## config.mk

```make
export PLATFORM = sky130hd
export DESIGN_NAME = dmx8_32bits_reg
export DESIGN_NICKNAME = d
export VERILOG_FILES = /design/src/rtl/dmx8_32bits_reg_pkg.sv /design/src/rtl/dmx8_32bits_reg_dec3_8.sv /design/src/rtl/dmx8_32bits_reg.sv
export SDC_FILE = /design/constraint.sdc
export NUM_CORES = 1
export LEC_CHECK = 0
export CORE_UTILIZATION = 50
export CTS_BUF_LIST = sky130_fd_sc_hd__clkbuf_4 sky130_fd_sc_hd__clkbuf_8
export DETAILED_ROUTE_END_ITERATION = 10
export GPL_TIMING_DRIVEN = 0
export PLACE_DENSITY = 0.82
export REMOVE_ABC_BUFFERS = 1
export SYNTH_ARGS = -nofsm -noshare
export SYNTH_HDL_FRONTEND = slang
export SYNTH_SLANG_ARGS = --single-unit
export TNS_END_PERCENT = 10
```

## constraint.sdc

```tcl
create_clock -name clk -period 1.7 [get_ports clk]
set_input_delay 0.17 -clock clk [delete_from_list [all_inputs] [get_ports clk]]
set_output_delay 0.17 -clock clk [all_outputs]
set_load 0.005 [all_outputs]
```

## src/rtl/dmx8_32bits_reg_pkg.sv

```systemverilog
// Shared sizing and FSM encoding for the 8-entry, 32-bit demux holding bank.
package dmx8_32bits_reg_pkg;

    localparam int REG_W = 32;
    localparam int N_REG = 8;
    localparam int SEL_W = 3;

    typedef enum logic {
        IDLE  = 1'b0,
        CLEAR = 1'b1
    } state_t;

endpackage

```

## src/rtl/dmx8_32bits_reg_dec3_8.sv

```systemverilog
// Combinational 3-to-8 one-hot decoder, used for both the write select and the sweep index.
module dec3_8
    import dmx8_32bits_reg_pkg::*;
(
    input  logic [SEL_W-1:0] sel,
    output logic [N_REG-1:0] onehot
);

    generate
        for (genvar gi = 0; gi < N_REG; gi++) begin : g_bit
            assign onehot[gi] = (sel == SEL_W'(gi));
        end
    endgenerate

endmodule

```

## src/rtl/dmx8_32bits_reg.sv

```systemverilog
// Registered 1-to-8 demux bank of 32-bit holding registers with a one-per-cycle clear sweep.
module dmx8_32bits_reg
    import dmx8_32bits_reg_pkg::*;
(
    input  logic             clk,
    input  logic             reset_n,
    input  logic [REG_W-1:0] d,
    input  logic             s2,
    input  logic             s1,
    input  logic             s0,
    input  logic             we,
    input  logic             clr,
    output logic             ready,
    output logic             busy,
    output logic             clr_done,
    output logic [REG_W-1:0] a,
    output logic [REG_W-1:0] b,
    output logic [REG_W-1:0] c,
    output logic [REG_W-1:0] d_o,
    output logic [REG_W-1:0] e,
    output logic [REG_W-1:0] f,
    output logic [REG_W-1:0] g,
    output logic [REG_W-1:0] h,
    output logic [N_REG-1:0] vld
);

    state_t             state_reg;
    logic [SEL_W-1:0]   cnt_reg;
    logic               clr_done_reg;

    logic [N_REG-1:0]   wr_onehot;
    logic [N_REG-1:0]   clr_onehot;
    logic [N_REG-1:0]   reg_en;
    logic               wr_en;
    logic [REG_W-1:0]   data_q [N_REG];

    assign ready    = (state_reg == IDLE) & ~clr;
    assign busy     = (state_reg == CLEAR);
    assign clr_done = clr_done_reg;
    assign wr_en    = we & ready;

    dec3_8 u_dec_wr (
        .sel    ({s2, s1, s0}),
        .onehot (wr_onehot)
    );

    dec3_8 u_dec_clr (
        .sel    (cnt_reg),
        .onehot (clr_onehot)
    );

    assign reg_en = (wr_onehot & {N_REG{wr_en}}) | (clr_onehot & {N_REG{busy}});

    // clr_done is registered one cycle early so it is high exactly while cnt==7.
    always_ff @(posedge clk or negedge reset_n) begin
        if (!reset_n) begin
            state_reg    <= IDLE;
            cnt_reg      <= '0;
            clr_done_reg <= 1'b0;
        end else begin
            case (state_reg)
                IDLE: begin
                    clr_done_reg <= 1'b0;
                    if (clr) begin
                        state_reg <= CLEAR;
                        cnt_reg   <= '0;
                    end
                end
                CLEAR: begin
                    cnt_reg      <= cnt_reg + 3'd1;
                    clr_done_reg <= (cnt_reg == 3'd6);
                    if (cnt_reg == 3'd7) begin
                        state_reg <= IDLE;
                    end
                end
                default: begin
                    state_reg    <= IDLE;
                    cnt_reg      <= '0;
                    clr_done_reg <= 1'b0;
                end
            endcase
        end
    end

    generate
        for (genvar gi = 0; gi < N_REG; gi++) begin : g_reg
            logic [REG_W-1:0] data_reg;
            logic             vld_reg;

            // Writes and sweep never coincide because ready is low throughout CLEAR.
            always_ff @(posedge clk or negedge reset_n) begin
                if (!reset_n) begin
                    data_reg <= '0;
                    vld_reg  <= 1'b0;
                end else if (reg_en[gi]) begin
                    data_reg <= busy ? '0 : d;
                    vld_reg  <= ~busy;
                end
            end

            assign data_q[gi] = data_reg;
            assign vld[gi]    = vld_reg;
        end
    endgenerate

    assign a   = data_q[0];
    assign b   = data_q[1];
    assign c   = data_q[2];
    assign d_o = data_q[3];
    assign e   = data_q[4];
    assign f   = data_q[5];
    assign g   = data_q[6];
    assign h   = data_q[7];

endmodule

```

# Word-level counts from Yosys, hierarchy flattened
# Cells that the tools add are included.
# word_totals
ff_bits	269
output_inout_bits	267
# classes
n_addsub	1
n_eq_ne	15
n_mux	7
bitwise	7
n_reduce_logical	2
# op_table
cell	n
32-bit two-way mux	1
3-bit equality test, second input constant	8
8-bit bitwise AND	2
3-bit by 2-bit equality test with 1-bit output, second input constant	4
8-bit bitwise OR	1
3-bit by 1-bit equality test with 1-bit output, second input constant	2
3-bit logical NOT	2
3-bit one-hot mux with 2 select lines	1
1-bit one-hot mux with 2 select lines	2
3-bit by 1-bit adder with 3-bit output, second input constant	1
3-bit two-way mux	1
1-bit bitwise AND	2
1-bit two-way mux	2
2-bit != test, second input constant	1
1-bit inverter	2

# Depth between registers and ports, before layout
# logic_depth
word_depth	5
ltp_mapped	7
ltp_nobuf	5

# Cells and area by module
# From an unflattened synthesis, not the netlist that was laid out.
# unflattened
cells_unflattened	1022
hier_area_um2	11224.5
# modules_own_cells
mod	instances	cells_each	area_per_inst_um2	seq_area_each_um2
dmx8_32bits_reg	1	1006	11094.4	6731.5
dec3_8	2	8	65.1	0.0

# Least setup slack after synthesis
# Ideal clock, no wire load.
# synth_timing
kind	reg2reg
start	reg state_reg, in the netlist busy
end	reg g_reg[6].data_reg[10], in the netlist g[10]
setup_ns	0.079
arrival_ns	1.420
t_required_ns	1.621
setup_slack_ns	0.200
path_stages_with_launch	7
path_buffers	3
period_less_slack_ns	1.500
cell_sequence	dfrtp_1 buf_6 nor2_4 and4_1 buf_4 buf_8 mux2i_1
# synth_via
elab_chain_cells	5
word_cells_on_any_way	7
classes_between	mux: 1; bitwise: 6
# synth_lines
item	line	rtl
from (decl)	dmx8_32bits_reg.sv:27	state_t state_reg;
from (signal assigned)	dmx8_32bits_reg.sv:57	state_reg <= IDLE;
from (signal assigned)	dmx8_32bits_reg.sv:65	state_reg <= CLEAR;
from (signal assigned)	dmx8_32bits_reg.sv:73	state_reg <= IDLE;
1-bit inverter	dmx8_32bits_reg.sv:37	assign ready = (state_reg == IDLE) & ~clr;
1-bit bitwise AND	dmx8_32bits_reg.sv:37	
1-bit bitwise AND	dmx8_32bits_reg.sv:40	assign wr_en = we & ready;
8-bit bitwise AND	dmx8_32bits_reg.sv:52	assign reg_en = (wr_onehot & {N_REG{wr_en}}) | (clr_onehot & {N_REG{busy}});
8-bit bitwise OR	dmx8_32bits_reg.sv:52	
to (signal assigned)	dmx8_32bits_reg.sv:96	data_reg <= busy ? '0 : d;
to (decl)	dmx8_32bits_reg.sv:87	logic [REG_W-1:0] data_reg;
# Parallel ways exist; a longest one is shown, timed or not.
# A chain may end at the register's enable or synchronous reset.

# Final worst setup path
# layout_timing
start	reg state_reg, in the netlist busy
end	reg g_reg[3].data_reg[2], in the netlist d_o[2]
# layout_via
elab_chain_cells	5
word_cells_on_any_way	7
classes_between	mux: 1; bitwise: 6
# layout_lines
item	line
1-bit inverter	dmx8_32bits_reg.sv:37
1-bit bitwise AND	dmx8_32bits_reg.sv:37
1-bit bitwise AND	dmx8_32bits_reg.sv:40
8-bit bitwise AND	dmx8_32bits_reg.sv:52
8-bit bitwise OR	dmx8_32bits_reg.sv:52
to (signal assigned)	dmx8_32bits_reg.sv:96
to (decl)	dmx8_32bits_reg.sv:87
# Parallel ways exist; a longest one is shown, timed or not.

==> flow_metrics.env <==
export IMPL_worstSetupEndpointType="flip-flop"
export IMPL_dpl_hpwl_um=21700
export IMPL_leakage_nw=7.88
export IMPL_synth_simple_area_share_pct=12.7
export IMPL_synth_mux_area_share_pct=16.9
export IMPL_gr_total_overflow=0
export IMPL_ys_warnings_count=0
export IMPL_cts_htree_levels=2
export IMPL_ir_drop_mv=0.912
export IMPL_synth_xor_area_share_pct=0
export IMPL_dieArea_um2=23500
export IMPL_clk_latency_ns=0.54
export IMPL_nets=1304
export IMPL_clock_skew_ns=0.0175
export IMPL_rsz0062_at_grt="yes"
export IMPL_top_usage_layer="met2"
export IMPL_layout_drive_gt1_share_pct=12.6
export IMPL_dieWidth_um=153
export IMPL_insertedDiodeCount=0
export IMPL_ys_ff_latch=269
export IMPL_place_ws_ns=-0.937
export IMPL_vias=8698
export IMPL_finalCritPeriodShare_pct=106
export IMPL_crit_type="flip-flop to flip-flop"
export IMPL_drt_total_wl_um=35000
export IMPL_ys_dominant_reg_cell="dfrtp_1"
export IMPL_io_pins=306
export IMPL_clkTransAtPathRegs_ns=0.07
export IMPL_gp_congestion=0.755
export IMPL_setup_violations=43
export IMPL_finalCriticalPeriod_ns=1.81
export IMPL_final_hold_viol_count=0
export IMPL_grt_first_pass_wirelength_um=53700
export IMPL_synth_edff_count=0
export IMPL_worstMarginPinSlew_ns=0.790
export IMPL_die_y_um=153
export IMPL_synth_area_leader_cell="dfrtp_1"
export IMPL_hold_path_class="input pin to asynchronous set/reset pin"
export IMPL_status="complete, but fails checks"
export IMPL_maxCapViolCount=0
export IMPL_synth_distinct_cells=38
export IMPL_synth_async_reset_ratio_pct=100
export IMPL_met3_usage_pct=7.00
export IMPL_viasPerCell=5.54
export IMPL_fin_hold_ws_ns=0.114
export IMPL_violations="setup timing"
export IMPL_rows=54
export IMPL_cts_root_buf="clkbuf_8"
export IMPL_fin_ws_ns=-0.109
export IMPL_cts_sinks=269
export IMPL_gr_usage_met1_pct=39.3
export IMPL_avgSynthCellArea_um2=11.8
export IMPL_grt_max_degree=117
export IMPL_post_route_drc_count=0
export IMPL_met2_usage_pct=48.7
export IMPL_synth_top_family_by_area="multiplexers"
export IMPL_r2r_start="busy"
export IMPL_arrival_ns=2.20
export IMPL_routedWlPerCell_um=22.3
export IMPL_max_freq_ghz=0.553
export IMPL_synthAdderAreaFrac_pct=0.656
export IMPL_grt_usage_pct=29.8
export IMPL_required_ns=2.09
export IMPL_core_area_um2=22200
export IMPL_startpoint_type="flip-flop"
export IMPL_cts_buffers=44
export IMPL_port_buffers=305
export IMPL_synth_seq_area_share_pct=58.8
export IMPL_synth_compound_area_share_pct=5.30
export IMPL_netlist_area_um2=11400
export IMPL_crit_start="busy"
export IMPL_start_util_pct=51.6
export IMPL_netlist_top_cells_area="dfrtp_1, mux2i_1, nand2_1"
export IMPL_slew_viol_final=0
export IMPL_power_density_nw_per_um2=1500
export IMPL_grt_pass1_vias=8906
export IMPL_cts_tree="yes"
export IMPL_slew_headroom_pct=47.2
export IMPL_synth_cells=973
export IMPL_area_growth_synth_to_final_pct=39.0
export IMPL_drt_pass1_iter_count=4
export IMPL_antenna_found_initial=0
export IMPL_drt_iter0_drc=460
export IMPL_crit_fanout=15
export IMPL_clk_path_buf_depth=3
export IMPL_antenna_left=0
export IMPL_synth_top_area_share_pct=58.8
-- timing repair --
action | 4_1_cts | 5_1_grt
hold buffers | 1 | 0
gates resized for setup | 16 | 13
hold endpoints to repair | 77 | 0
endpoints found under the setup margin | 266 | 348
pin swaps | 6 | 6
setup buffers | 9 | 8
gates cloned | 0 | 2
-- cell families (layout without fill, tap and decap cells) --
kind of cell | after synthesis | in the layout
buffers and inverters | 108 | 424
muxes | 193 | 193
AOI/OAI and AO/OA | 70 | 70
DFF | 269 | 269
and+or+nand+nor | 327 | 329
adders and majority gates | 6 | 6
-- report_power, final --
part / total [mW] / switching [mW] / internal, mW / leakage, nW
registers: 8.98 / 0.958 / 8.03 / 3.69
logic: 8.65 / 4.26 / 4.39 / 3.67
clock network: 6.19 / 2.57 / 3.62 / 0.521
total: 23.8 / 7.79 / 16.0 / 7.88
-- through the flow --
stage / cell area, µm² / power [mW] / instances / util (%) / setup TNS (ns)
2_1_floorplan: 10800 / 11.8 / 871 / - / -170.70
3_3_place_gp: 14200 / 16.7 / 1456 / 64.2 / -3652.85
3_5_place_dp: 14600 / 17.4 / 1473 / 66.0 / -184.65
4_1_cts: 15700 / 23.7 / 1561 / 71.0 / -25.17
5_1_grt: 15900 / 25.0 / 1571 / 71.8 / -6.60
6_report: 15900 / 23.8 / 1571 / 71.8 / -2.29
-- synth_stat cells, drive strengths merged (2+ instances only) --
cell and count:
nand2 272, dfrtp 269, mux2i 193, buf 77, o22ai 50, nand2b 34, clkbuf 25, o32ai 14
ha 6, inv 6, nand3 3, nand3b 3, nor3 3, or2 3, a21boi 2, a21o 2
nor2 2
-- area by class of cell --
class / instances / area [µm²]
Timing Repair Buffer: 340 / 3590
Inverter: 6 / 26.3
Tap cell: 280 / 350
Sequential cell: 269 / 6730
Clock inverter: 8 / 96.3
Clock buffer: 70 / 888
Multi-Input combinational cell: 598 / 4220
Fill cell: 1608 / 6260
-- routing by layer --
layer	wire length, µm	vias up
met5	0	-
met4	897	0
met3	2820	68
met2	16600	397
met1	14700	4391
li1	-	3842
-- cells in the final DEF, fill, tap and decap left out, types with 2 or more instances in the layout --
cell and instances:
a21boi_0 2, a21o_1 2, buf_12 7, buf_16 7, buf_4 15, buf_8 6
bufinv_16 2, clkbuf_4 12, clkbuf_8 58, clkdlybuf4s50_1 299, clkinv_2 4, clkinvlp_4 2
dfrtp_1 268, dlygate4sd2_1 3, ha_1 5, inv_1 4, mux2i_1 193, nand2_1 266
nand2_4 3, nand2_8 5, nand2b_1 33, nand3_4 3, nand3b_1 3, nor3_4 2
o22ai_1 30, o22ai_2 20, o32ai_1 14, or2_2 3
-- path summary, 6_finish.rpt --
path                                     to  slack (ns)  depth (start not counted)
max                                  d_o[2]       -0.11                          4
min                        g_reg[1].vld_reg        0.11                          2
max reg2reg                          d_o[2]       -0.11                          4
min in group clk                       busy        0.20                          3
max in group asynchronous             f[20]        0.24                          4
min reg2reg                g_reg[0].vld_reg        0.48                          2
-- worst max-delay path: stages (launching register included) --
cell and delay, ns:
dfrtp_2 0.42, buf_4 0.19, nor3_4 0.68, buf_16 0.25
o32ai_1 0.11
(Power assumes the default switching activity.)
